===== src/rtl/mux_2_1_rr_arbiter.sv =====
// Two-channel round-robin arbiter feeding a single registered output stage with
// valid/ready handshaking and a wrapping count of completed output transfers.
module mux_2_1_rr_arbiter #(
   parameter int unsigned DATA_WIDTH  = 8,
   parameter int unsigned COUNT_WIDTH = 16
) (
   input  logic                   Clock_In,
   input  logic                   Reset_N_In,
   input  logic                   Enable_In,
   input  logic [DATA_WIDTH-1:0]  Data_0_In,
   input  logic                   Data_0_Valid_In,
   output logic                   Data_0_Ready_Out,
   input  logic [DATA_WIDTH-1:0]  Data_1_In,
   input  logic                   Data_1_Valid_In,
   output logic                   Data_1_Ready_Out,
   output logic [DATA_WIDTH-1:0]  MUX_Data_Out,
   output logic                   MUX_Select_Out,
   output logic                   MUX_Valid_Out,
   input  logic                   MUX_Ready_In,
   output logic [COUNT_WIDTH-1:0] Transfer_Count_Out
);

   logic [DATA_WIDTH-1:0]  r_data;
   logic                   r_sel;
   logic                   r_valid;
   logic                   r_last_grant;
   logic [COUNT_WIDTH-1:0] r_count;

   logic w_load_en;
   logic w_xfer;
   logic w_grant;
   logic w_grant_idx;

   // Grants are gated by reset so no word is ever accepted while in reset.
   always_comb begin
      w_load_en   = !r_valid || MUX_Ready_In;
      w_xfer      = r_valid && MUX_Ready_In;
      w_grant     = Reset_N_In && Enable_In && w_load_en &&
                    (Data_0_Valid_In || Data_1_Valid_In);
      w_grant_idx = (Data_0_Valid_In && Data_1_Valid_In) ? ~r_last_grant
                                                         : Data_1_Valid_In;
   end

   always_ff @(posedge Clock_In) begin
      if (!Reset_N_In) begin
         r_data       <= '0;
         r_sel        <= 1'b0;
         r_valid      <= 1'b0;
         r_last_grant <= 1'b1;
         r_count      <= '0;
      end else begin
         if (w_grant) begin
            r_data       <= w_grant_idx ? Data_1_In : Data_0_In;
            r_sel        <= w_grant_idx;
            r_valid      <= 1'b1;
            r_last_grant <= w_grant_idx;
         end else if (w_xfer) begin
            r_valid <= 1'b0;
         end
         if (w_xfer) begin
            r_count <= r_count + 1'b1;
         end
      end
   end

   assign Data_0_Ready_Out   = w_grant && !w_grant_idx;
   assign Data_1_Ready_Out   = w_grant &&  w_grant_idx;
   assign MUX_Data_Out       = r_data;
   assign MUX_Select_Out     = r_sel;
   assign MUX_Valid_Out      = r_valid;
   assign Transfer_Count_Out = r_count;

endmodule


===== config.mk =====
export PLATFORM = sky130hd
export DESIGN_NAME = mux_2_1_rr_arbiter
export DESIGN_NICKNAME = d
export VERILOG_FILES = /design/src/rtl/mux_2_1_rr_arbiter.sv
export SDC_FILE = /design/constraint.sdc
export NUM_CORES = 1
export LEC_CHECK = 0
export CAP_MARGIN = 25
export CORE_AREA = 4 4 75 77
export CTS_CLUSTER_SIZE = 16
export DETAILED_ROUTE_END_ITERATION = 10
export DIE_AREA = 0 0 79 81
export DONT_BUFFER_PORTS = 1
export MAX_ROUTING_LAYER = met4
export PLACE_DENSITY = 0.41
export SLEW_MARGIN = 0
export SYNTH_ARGS = -nofsm -noshare
export SYNTH_HDL_FRONTEND = slang
export SYNTH_SLANG_ARGS = --single-unit

===== constraint.sdc =====
create_clock -name Clock_In -period 2.2 [get_ports Clock_In]
set_input_delay 0.44 -clock Clock_In [delete_from_list [all_inputs] [get_ports Clock_In]]
set_output_delay 0.44 -clock Clock_In [all_outputs]
set_load 0.005 [all_outputs]

==> impl_metrics.ini <==
[run_status]
status = complete, no violations

[clocking]
numCtsBuffers = 3
cts_sinks = 27
h-tree-depth = 1
cts_tree = built
clockRootBuffer = clkbuf_8
clk_latency_ps = 270
post_cts_buffers = 0
holdBufCountCts = 0
clock_path_buffers = 2
ctsResizeCount = 0
path_clk_slew_ps = 90

[grt]
grt_overflow = 0
grt_start_max_net_pins = 19
grt_pass1_vias = 1006
grt_pass1_wl_mm = 4.83
antenna_found_initial = 0
grt_usage = 0.0986

[timing]
tightest_slew_ps = 517
finalSetupTns_ps = 0
setup_viol = 0
relSlewSlack = 0.652
period_share = 0.888
whs_ps = 245
fmax_mhz = 512
rsz0062_at_grt = false
min_period_ps = 1950
hold_viol_final = 0
slew_violations = 0
fin_ws_ps = 247
finalClockSkew_ps = 3.37

[placement]
dp_slack_ps = 251
gp_congestion = 0.778
dp_hpwl_mm = 2.32
placed_area_sq_um = 1320
io_buffers = 0
dp.cells = 205

[logic_synthesis]
ys_seq_area_frac = 0.447
synth_top_flop_cell = dfxtp_1
syn_inst = 134
synth_async_sr_flop_share = 0
synth-edff-count = 0
yosys_warnings = 0
syn_nets = 157
syn-cell-area_sq_um = 1210
avgSynthCellArea_sq_um = 9.02
synth_seq_cells = 27
synth.distinct_cells = 29

[detailed_routing]
viasPerCell = 4.63
wirelength_mm = 2.98
ant_nets = 0
route.detailed.drc = 0
wire_per_inst_um = 14.3
num_vias = 968
first_pass_iters = 4
drt_iter0_drc = 46

[finish]
finalNetCount = 163
instances_no_fill = 209
area_growth_pct = 12.5
design_area_sq_um = 1360
drive_gt1_frac = 0.101
diodes = 0

[die]
ios = 50
start_util = 0.241
num_rows = 26
die_y_um = 81
core_sq_um = 5010
die-area_sq_um = 6400
die_w_um = 79

[critical_path]
worstSetupStartpointType = flop
cp-end-kind = flop
r2r-start = Transfer_Count_Out[1]$_SDFFE_PN0P_
cp-endpoint = Transfer_Count_Out[14]$_SDFFE_PN0P_
path_class = flop to flop
r2r_setup_slack_ps = 250
reg2reg_depth = 5
critPathArrivalTime_ps = 2160
r2r_end = Transfer_Count_Out[14]$_SDFFE_PN0P_
worstSetupStartpoint = Transfer_Count_Out[1]$_SDFFE_PN0P_
cp_max_fo = 6
crit_required_ps = 2410

[run]
drv_cap = 0

[power_and_ir_drop]
peakVddDrop_uv = 336
p_per_area_nw_per_um2 = 640
power_leakage_uw = 0.000449

[hold_path]
holdPathStages = 1
worstHoldPathType = input port to flop
## cells in the final DEF (no fill, tap or decap), drive strengths merged
master,n
a21oi,5
or3,2
nand2,9
nand4,4
xor2,3
a21boi,1
nand3,7
ha,1
a211oi,8
clkinv,1
nor4b,1
or4,1
clkbuf,4
and2b,1
or2b,1
o21ai,3
nor4,4
inv,4
nand2b,4
mux2i,10
buf,5
dfxtp,27
xnor2,8
nor2,21
nor3,4
## where the power goes
part	switching [uW]	internal (uW)
clock	157	130
sequential	11.2	503
combinational	38.9	30.0
## worst max-delay path: stages (launching register included)
cell and delay, ps:
dfxtp_1 440, ha_1 270, nand4_4 150, or4_4 560
or3_1 320, a21oi_1 140
## sequential cells by signal (all words and copies together) (netlist names)
signal,flops
MUX_Select_Out,1
Transfer_Count_Out,16
MUX_Data_Out,8
MUX_Valid_Out,1
r_last_grant,1
## synth_stat cells, types with 4 or more instances
cell | instances | area (sq um)
dfxtp_1 | 27 | 541
mux2i_1 | 10 | 100
a211oi_1 | 8 | 60.1
nand2b_1 | 4 | 25.0
nor2_1 | 21 | 78.8
inv_1 | 4 | 15.0
xnor2_1 | 8 | 70.1
nor4_1 | 4 | 25.0
nand3_1 | 7 | 35.0
a21oi_1 | 5 | 25.0
nand2_1 | 9 | 33.8
## cell type report
type                    count  area (sq um)
fillers                   568          3650
multi-input cells          98           631
flip-flops and latches     27           541
well taps                  70          87.6
clock buffers               4          45.0
repair buffers              5          37.5
inverters                   5          18.8
## metal layers
layer	wire length, um	vias to the layer above	track usage
met5	0	-	-
met4	10	0	0.0155
met3	317	2	0.0477
met2	1390	41	0.176
met1	1270	452	0.100
li1	-	473	-
## through the flow
stage                util  total power (uW)
floorplan               -               575
global placement    0.262               593
detailed placement  0.262               596
CTS                 0.271               891
global route        0.271               922
finish              0.271               870
## cell families after synthesis
kind of cell | after synthesis | share of synthesized area
buf+inv | 9 | 0.0311
compound gates | 17 | 0.0890
flops | 27 | 0.447
mux | 10 | 0.0828
simple gates | 59 | 0.260
xor+xnor | 11 | 0.0797
fa+ha+maj | 1 | 0.0104
## worst min path at each step
stage                              start                         to  slack [ps]
6_report                      Reset_N_In  r_last_grant$_SDFFE_PN1P_         250
5_1_grt                       Reset_N_In  r_last_grant$_SDFFE_PN1P_         230
4_1_cts                       Reset_N_In  r_last_grant$_SDFFE_PN1P_         230
3_5_place_dp   r_last_grant$_SDFFE_PN1P_  r_last_grant$_SDFFE_PN1P_         470
3_3_place_gp   r_last_grant$_SDFFE_PN1P_  r_last_grant$_SDFFE_PN1P_         470
2_1_floorplan  r_last_grant$_SDFFE_PN1P_  r_last_grant$_SDFFE_PN1P_         440
Note: power is estimated with default switching activity, not from simulation.
